**config.mk**
```make
export PLATFORM = sky130hd
export DESIGN_NAME = apb_slave_regbank
export DESIGN_NICKNAME = d
export VERILOG_FILES = /design/src/rtl/apb_pkg.sv /design/src/rtl/apb_wait_counter.sv /design/src/rtl/apb_slave_regbank.sv
export SDC_FILE = /design/constraint.sdc
export NUM_CORES = 1
export LEC_CHECK = 0
export ABC_AREA = 1
export CAP_MARGIN = 20
export CORE_MARGIN = 10
export CORE_UTILIZATION = 40
export CTS_CLUSTER_DIAMETER = 100
export DETAILED_ROUTE_END_ITERATION = 10
export PLACE_DENSITY = 0.65
export SYNTH_ARGS = -nofsm -noshare
export SYNTH_HDL_FRONTEND = slang
export SYNTH_SLANG_ARGS = --single-unit
```
**constraint.sdc**
```tcl
create_clock -name clk -period 2.53 [get_ports clk]
set_input_delay 0.506 -clock clk [delete_from_list [all_inputs] [get_ports clk]]
set_output_delay 0.506 -clock clk [all_outputs]
set_load 0.02 [all_outputs]
```
**src/rtl/apb_pkg.sv**
```systemverilog
// Shared types and constants for the APB register bank: FSM states, address decode and ID defaults.
package apb_pkg;

    typedef enum logic [1:0] {
        StIdle,
        StSetup,
        StWait,
        StDone
    } apb_state_e;

    localparam int unsigned APB_ADDR_LSB     = 2;
    localparam int unsigned ID_REG_IDX       = 0;
    localparam logic [31:0] ID_VALUE_DEFAULT = 32'hA2B0_0001;

    // Error-cause encoding for anything that wants to classify a pslverr response.
    localparam logic [1:0] ERR_NONE     = 2'd0;
    localparam logic [1:0] ERR_RANGE    = 2'd1;
    localparam logic [1:0] ERR_ALIGN    = 2'd2;
    localparam logic [1:0] ERR_RO_WRITE = 2'd3;

endpackage

```
**src/rtl/apb_wait_counter.sv**
```systemverilog
// Loadable 4-bit down counter that times the wait states of one APB access phase.
module apb_wait_counter (
    input  logic       clk,
    input  logic       reset,
    input  logic       load,
    input  logic [3:0] load_val,
    input  logic       en,
    output logic       last
);

    logic [3:0] count_q, count_d;

    always_comb begin
        count_d = count_q;
        if (load) begin
            count_d = load_val;
        end else if (en && (count_q != 4'd0)) begin
            count_d = count_q - 4'd1;
        end
    end

    always_ff @(posedge clk or negedge reset) begin
        if (!reset) begin
            count_q <= 4'd0;
        end else begin
            count_q <= count_d;
        end
    end

    // While loading, a stale count left by an aborted transfer must not be mistaken for "last".
    assign last = load ? (load_val == 4'd0) : (count_q == 4'd1);

endmodule

```
**src/rtl/apb_slave_regbank.sv**
```systemverilog
// APB3 completer with REG_NUM word registers (index 0 = read-only ID) and WAIT_STATES wait cycles.
// Optional byte strobes are enabled by defining APB_PSTRB_EN.
module apb_slave_regbank
    import apb_pkg::*;
#(
    parameter int unsigned ADDR_WIDTH  = 32,
    parameter int unsigned DATA_WIDTH  = 32,
    parameter int unsigned REG_NUM     = 16,
    parameter int unsigned WAIT_STATES = 1,
    parameter logic [31:0] ID_VALUE    = ID_VALUE_DEFAULT
) (
    input  logic                    clk,
    input  logic                    reset,
    input  logic                    psel_i,
    input  logic                    penable_i,
    input  logic                    pwrite_i,
    input  logic [ADDR_WIDTH-1:0]   paddr_i,
    input  logic [DATA_WIDTH-1:0]   pwdata_i,
`ifdef APB_PSTRB_EN
    input  logic [DATA_WIDTH/8-1:0] pstrb_i,
`endif
    output logic [DATA_WIDTH-1:0]   prdata_o,
    output logic                    pready_o,
    output logic                    pslverr_o
);

    localparam int unsigned IdxW     = $clog2(REG_NUM);
    localparam int unsigned IdxHi    = APB_ADDR_LSB + IdxW;
    localparam int unsigned NumBytes = DATA_WIDTH / 8;

    apb_state_e            state_q, state_d, state_cur;
    logic [ADDR_WIDTH-1:0] paddr_q, paddr_d;
    logic                  pwrite_q, pwrite_d;
    logic [DATA_WIDTH-1:0] pwdata_q, pwdata_d;
    logic [DATA_WIDTH-1:0] regs_q [REG_NUM];
    logic [DATA_WIDTH-1:0] regs_d [REG_NUM];
    logic [NumBytes-1:0]   wr_strb;
    logic [IdxW-1:0]       idx;
    logic [DATA_WIDTH-1:0] rdata;
    logic                  err_range, err_align, err_ro, err_strb, err;
    logic                  cnt_load, cnt_en, cnt_last, pready;

`ifdef APB_PSTRB_EN
    logic [NumBytes-1:0] pstrb_q, pstrb_d;
    assign wr_strb  = pstrb_q;
    assign err_strb = !pwrite_q && (|pstrb_q);
`else
    assign wr_strb  = '1;
    assign err_strb = 1'b0;
`endif

    assign idx       = paddr_q[IdxHi-1:APB_ADDR_LSB];
    assign err_range = |paddr_q[ADDR_WIDTH-1:IdxHi];
    assign err_align = |paddr_q[APB_ADDR_LSB-1:0];
    assign err_ro    = pwrite_q && (idx == IdxW'(ID_REG_IDX));
    assign err       = err_range | err_align | err_ro | err_strb;
    assign rdata     = (idx == IdxW'(ID_REG_IDX)) ? ID_VALUE : regs_q[idx];

    apb_wait_counter u_wait_counter (
        .clk      (clk),
        .reset    (reset),
        .load     (cnt_load),
        .load_val (4'(WAIT_STATES)),
        .en       (cnt_en),
        .last     (cnt_last)
    );

    always_comb begin
        // SETUP is the APB setup-phase cycle itself, decoded out of IDLE, so that the first
        // access cycle is already WAIT or DONE and WAIT_STATES=0 gives a 2-cycle transfer.
        state_cur = state_q;
        if ((state_q == StIdle) && psel_i && !penable_i) begin
            state_cur = StSetup;
        end

        state_d  = state_q;
        paddr_d  = paddr_q;
        pwrite_d = pwrite_q;
        pwdata_d = pwdata_q;
`ifdef APB_PSTRB_EN
        pstrb_d  = pstrb_q;
`endif
        cnt_load = 1'b0;
        cnt_en   = 1'b0;
        pready   = 1'b0;

        case (state_cur)
            StIdle: begin
                state_d = StIdle;
            end
            StSetup: begin
                paddr_d  = paddr_i;
                pwrite_d = pwrite_i;
                pwdata_d = pwdata_i;
`ifdef APB_PSTRB_EN
                pstrb_d  = pstrb_i;
`endif
                cnt_load = 1'b1;
                state_d  = cnt_last ? StDone : StWait;
            end
            StWait: begin
                if (!psel_i) begin
                    state_d = StIdle;
                end else if (penable_i) begin
                    cnt_en = 1'b1;
                    if (cnt_last) begin
                        state_d = StDone;
                    end
                end
            end
            StDone: begin
                pready  = psel_i && penable_i;
                state_d = StIdle;
            end
            default: state_d = StIdle;
        endcase
    end

    always_comb begin
        regs_d = regs_q;
        if (pready && pwrite_q && !err) begin
            for (int b = 0; b < NumBytes; b++) begin
                if (wr_strb[b]) begin
                    regs_d[idx][8*b +: 8] = pwdata_q[8*b +: 8];
                end
            end
        end
    end

    always_ff @(posedge clk or negedge reset) begin
        if (!reset) begin
            state_q  <= StIdle;
            paddr_q  <= '0;
            pwrite_q <= 1'b0;
            pwdata_q <= '0;
`ifdef APB_PSTRB_EN
            pstrb_q  <= '0;
`endif
            for (int i = 0; i < REG_NUM; i++) begin
                regs_q[i] <= '0;
            end
        end else begin
            state_q  <= state_d;
            paddr_q  <= paddr_d;
            pwrite_q <= pwrite_d;
            pwdata_q <= pwdata_d;
`ifdef APB_PSTRB_EN
            pstrb_q  <= pstrb_d;
`endif
            regs_q   <= regs_d;
        end
    end

    assign pready_o  = pready;
    assign pslverr_o = pready && err;
    assign prdata_o  = (pready && !pwrite_q && !err) ? rdata : '0;

endmodule
```
== Yosys cells after proc, flatten, opt, wreduce, memory -nomap -nowiden ==
Cells that the tools add are included.

* Word-level logic and storage cells: 90
* Input bits: 69
* Output and inout port bits: 34
* Bits in registers: 583

* Equality and inequality tests: 6
* Bitwise gates (word level): 3
* Order comparisons: 2
* Add/sub/neg operators: 1
* Reduce and logical (&&, ||, !) cells: 23
* Mux-type cells: 34

{| class="wikitable"
|+ Operators by type and width
! operator !! number
|-
| 512-bit bitwise mux || 4
|-
| 512-bit 2-to-1 mux || 3
|-
| 32-bit demux with 4-bit select || 4
|-
| 32-bit 2-to-1 mux || 5
|-
| 32-bit binary-select mux with 4-bit select || 1
|-
| 26-bit OR reduction || 1
|-
| 24-bit 2-to-1 mux || 1
|-
| 16-bit 2-to-1 mux || 1
|-
| 1-bit logical AND || 11
|-
| 2-bit 2-to-1 mux || 4
|-
| 4-bit 2-to-1 mux || 2
|-
| 8-bit 2-to-1 mux || 1
|-
| 1-bit 2-to-1 mux || 7
|-
| 3-bit != test (second input constant) || 2
|-
| 2-bit case mux with 3 select lines || 1
|-
| 5-bit greater-or-equal comparator (second input constant) || 1
|-
| 5-bit by 1-bit < comparator with 1-bit output (second input constant) || 1
|-
| 4-bit NOT with 5-bit output || 1
|-
| 2-bit == test (second input constant) || 2
|-
| 4-bit by 1-bit == test with 1-bit output (second input constant) || 1
|-
| 2-bit logical NOT || 2
|-
| 4-bit logical NOT || 1
|-
| 4-bit nonzero test || 1
|-
| 2-bit OR reduction || 2
|-
| 6 further kinds || 9
|}

== Depth between registers and ports, before layout ==
* Depth after elaboration: 14
* Gate-level depth with buffers: 10
* Gate-level depth less buffers: 9

== By module ==
From an unflattened synthesis, not the netlist that was laid out.

* Cell total of the unflattened synthesis: 3619
* Area, all modules: 27645.3 sq um

{| class="wikitable"
|+ By module, submodules not included
! module !! instances !! sequential area each (sq um) !! cells each !! area each (sq um)
|-
| apb_slave_regbank || 1 || 14338.8 || 3574 || 27327.5
|-
| apb_wait_counter || 1 || 100.1 || 45 || 317.8
|}

== Worst setup path after synthesis ==
OpenSTA, ideal clock, no wires.

* Path kind: register to output
* From: register paddr_q[2]
* To: output port prdata_o[12]
* Data arrival time: 1.762 ns
* Path buffers: 2
* Cell stages (with the launch flop): 10
* Slack: 0.262 ns
* Data required time: 2.024 ns
* Path through: dfrtp_1 > nor2_1 > clkbuf_1 > clkbuf_1 > nand2_1 > nand4_1 > nand2_1 > nand2_1 > nor2_1 > nor2_1

* Word-level cells in the longest chain between the ends: 6
* Elaborated cells between the ends (all ways): 11
* Those cells by class: 5 x mux; 2 x bitwise; 4 x reduce/logical

{| class="wikitable"
|+ RTL lines
! item !! RTL line !! source
|-
| from (decl) || apb_slave_regbank.sv:32 || <nowiki>logic [ADDR_WIDTH-1:0] paddr_q, paddr_d;</nowiki>
|-
| from (signal assigned) || apb_slave_regbank.sv:144 || <nowiki>paddr_q <= paddr_d;</nowiki>
|-
| 4-bit NOT with 5-bit output (implied by the code) / 4-bit logical NOT (equally long branches) || apb_slave_regbank.sv:57, apb_slave_regbank.sv:55 ||
|-
| 32-bit binary-select mux with 4-bit select / 1-bit logical AND (equally long branches) || apb_slave_regbank.sv:57, apb_slave_regbank.sv:55 ||
|-
| 32-bit 2-to-1 mux (implied by the code) / 1-bit OR (equally long branches) || apb_slave_regbank.sv:57, apb_slave_regbank.sv:56 ||
|-
| 32-bit 2-to-1 mux (implied by the code) / 1-bit logical NOT (equally long branches) || apb_slave_regbank.sv:57, apb_slave_regbank.sv:156 ||
|-
| 32-bit 2-to-1 mux / 1-bit logical AND (equally long branches) || apb_slave_regbank.sv:57, apb_slave_regbank.sv:156 ||
|-
| 32-bit 2-to-1 mux (*) || apb_slave_regbank.sv:156 || <nowiki>assign prdata_o = (pready && !pwrite_q && !err) ? rdata : '0;</nowiki>
|-
| to (decl) || apb_slave_regbank.sv:22 || <nowiki>output logic [DATA_WIDTH-1:0] prdata_o,</nowiki>
|}

Mark *: on every way between the ends. The rest lies on a longest branch, timed or not. The select of a mux whose other input is x is not followed.

== Final worst setup path ==
* From: register paddr_q[3]
* To: output port prdata_o[17]

Same word-level chain as after synthesis.

==> summary.md <==
| Metric | Value |
|---|---|
| Crit Path Class | register to primary output |
| # DRC | 0 |
| Ant. Diodes | 0 |
| Routability cong. | 0.822 |
| Crit path from | paddr_q[3]$_DFFE_PN0N_ |
| Syn avg cell area | ~7.7 µm² |
| Maximum vdd drop | 0.471 mV |
| Port bufs | about 100 |
| PnR worst setup slack | -502 ps |
| Psw | 8720 µW |
| Reg-to-reg endpoint | regs_q[479]$_DFFE_PN0P_ |
| Min Clock Period, post-route | approximately 3000 ps |
| FMAX | between 300 and 400 MHz |
| Initial Util | 40.3% |
| Combinational share of power | a little under a quarter |
| DIE AREA | 79900 µm² |
| Simple-gate share of the synthesized area | between 40% and 50% |
| Hold crit path type | register to register |
| Switch share | approximately a third |
| Max Clock Skew | 28.4 ps |
| Clock root cell | clkbuf_16 |
| Top Metal Used | met4 |
| FF+latch count, synth | between 500 and 600 |
| Total track usage | around 25% |
| Synth Area in Compound Gates | less than 1% |
| CP Max Fanout | 8 |
| Leakage | between 0.015 and 0.02 µW |
| Net count after synthesis | 3670 |
| Clk sinks | around 580 |
| Multiplexer share of the synthesized area | 0% |
| Outcome | complete, but fails checks |
| First-pass GRT wire length | roughly 160000 µm |
| Reg2Reg Setup Slack | 120 ps |
| Post-Synthesis Cells | 3598 |
| Pwr dens | between 700 and 800 nW/µm² |
| RR Startpoint | paddr_q[3]$_DFFE_PN0N_ |
| Vias in the first global route | between 20000 and 30000 |
| Initial antenna violation count | 0 |
| Internal power | 17000 µW |
| RSZ-0062 raised after global routing | true |
| Adder-Cell Fraction of Synth Area | less than 1% |
| Routed WL | between 100000 and 150000 µm |
| TritonCTS Buffers | 66 |
| Die width | approximately 280 µm |
| Largest family of logic cells by synthesized area | simple AND/OR/NAND/NOR gates |
| Mapped Area | 27600 µm² |
| Sequential power share | between 40% and 50% |
| FP Rows | 96 |
| Layout cells sized above 1 | about 15% |
| Commonest non-fill, non-tap cell in the layout | nand2_1 |
| CTS tree | built |
| Xor/xnor share of the synthesized area | 0.0635% |
| Synth Warn # | 0 |
| WL met3 | roughly 12000 µm |
| Core Box Area | 68500 µm² |
| I/O pin count | 103 |
| Clock network power share | between 30% and 40% |
| Final Core Density | 50.0% |
| Most frequent cells in the layout | 1771 x nand2_1, 616 x nand4_1, 575 x dfrtp_1 |
| Skew-Pair Late Insertion Delay | between 600 and 700 ps |
| M1 WL | roughly 43000 µm |
| Dominant cell type by area after synthesis | dfrtp_1 |
| Req. time, crit path | about 2000 ps |
| Wire per inst | 22.7 µm |
| Reg clk slew, reported paths | roughly 60 ps |
| GRT overflow | 0 |
| Crit start category | register |
| Yosys top cell area share | approximately 52% |
| NumNets Final | between 3000 and 4000 |
| DR vias | 26680 |
| Largest net degree at the start of global routing | 105 |
| CP Capture Type | primary output |
| Max-slew violations | 0 |
| Worst-case reg-to-reg path depth | 11 |
| Layout Cells excl Fill | roughly 4600 |
| H-tree depth | 3 |
| Yosys cell types | 21 |
| Remaining antenna violation count after routing | 0 |
| Max Cap Violations | 0 |
| Setup violations, final | 33 |
| Rel. slew slack | 48.6% |
| Post-DP HPWL | roughly 56000 µm |
| Area growth syn-to-layout | 24.0% |
| Fin crit share | 120% |
| Met2 routed wirelength | about 46000 µm |
| Post-place setup slack | -383 ps |
| Failing checks | setup timing |
| Worst endpoint data arrival time | around 2500 ps |
| Worst-Margin Slew | 771 ps |
| Inst Count DP | approximately 4400 |
| Drt first pass iters | 6 |
| Synth top area cells | dfrtp_1 52%, nand2_1 25%, nand4_1 14% |
| Vias per cell | ~6 |
| Final hold vios | 0 |
| Max clock buf depth | 3 |
| Height of the die | around 280 µm |
| CP endpoint | prdata_o[17] |
| Initial DRC Count | 3512 |
| Sequential fraction of the synthesis area | roughly 52% |
-- synth_stat cells --
cell / number
inv_1: 21
inv_2: 5
o22ai_1: 1
buf_1: 7
buf_6: 1
clkbuf_1: 234
nor2_4: 1
o21ai_0: 19
clkinv_1: 1
nor2_1: 102
nor3_1: 1
buf_2: 130
a21oi_1: 2
dfrtp_1: 577
xor2_1: 2
nand2_1: 1851
ha_1: 3
nor2_2: 5
nand4_1: 616
nand3_1: 18
nand3b_1: 1
-- cells by family (layout without fill, tap and decap cells) --
logic type,after synthesis,after routing
xor+xnor,2,2
flops,577,577
compound gates,22,22
buf+inv,399,490
fa+ha+maj,3,3
simple gates,2595,2595
-- through the flow --
step	hold slack [ps]	total power, µW	area, µm²	TNS [ps]
after detailed placement	366	15300	30700	-13300
final	375	25800	34200	-13790
after global placement	365	15300	30700	-12720
after CTS	378	25600	34000	-12900
after floorplan	210	12300	27600	0
after global routing	384	26500	34200	-16610
-- power by group through the flow --
stage | sequential [µW] | clock (µW) | combinational, µW
4_1_cts | 10600 | 9290 | 5680
6_report | 10700 | 9240 | 5850
3_3_place_gp | 10800 | 0 | 4480
3_5_place_dp | 10800 | 0 | 4500
2_1_floorplan | 9870 | 0 | 2440
5_1_grt | 10700 | 9710 | 6050
-- how the worst min path moves through the flow --
stage,from,endpoint,slack (ps),cells after the start
finish,regs_q[486]$_DFFE_PN0P_,regs_q[486]$_DFFE_PN0P_,380,0
global placement,regs_q[507]$_DFFE_PN0P_,regs_q[507]$_DFFE_PN0P_,370,0
global route,regs_q[507]$_DFFE_PN0P_,regs_q[507]$_DFFE_PN0P_,380,0
floorplan,reset,paddr_q[0]$_DFFE_PN0N_,210,0
CTS,regs_q[486]$_DFFE_PN0P_,regs_q[486]$_DFFE_PN0P_,380,0
detailed placement,regs_q[486]$_DFFE_PN0P_,regs_q[486]$_DFFE_PN0P_,370,0
-- routing by layer --
layer  track usage (%)  up-vias
li1                  -    11932
met1              34.6    12954
met2              38.7     1550
met3              6.26      244
met4              8.21        0
met5                 0        -
-- critical path, cell delays in order (launching register included) --
cell and delay, ps:
dfrtp_2 470, buf_12 150, nor2_4 130, buf_12 200
buf_16 190, clkbuf_16 180, nand2_1 50, nand4_1 60
nand2_1 60, nand2_2 90, nor2_4 50, nor2_1 100
buf_4 150
-- cell type report --
class	instances	area, µm²
Inverter	27	104
Fill cell	6452	34200
Tap cell	882	1100
Sequential cell	577	14400
Multi-Input combinational cell	2622	12200
Clock inverter	19	168
Clock buffer	93	1850
Timing Repair Buffer	351	4400
-- timing repair --
| item | CTS | global route |
|---|---|---|
| pin swaps | 45 | 40 |
| hold buffers | 1 | 0 |
| gates resized for setup | 339 | 64 |
| gates cloned | 15 | 7 |
| buffers inserted | 23 | 4 |
| endpoints found under the setup margin | 335 | 324 |
| hold endpoints to repair | 46 | 0 |
-- registers in the layout, summed over array words and instances (netlist names) --
signal,count
regs_q,506
paddr_q,32
pwdata_q,32
u_wait_counter.count_q,4
state_q,2
pwrite_q,1
Note: power is estimated with default switching activity, not from simulation.
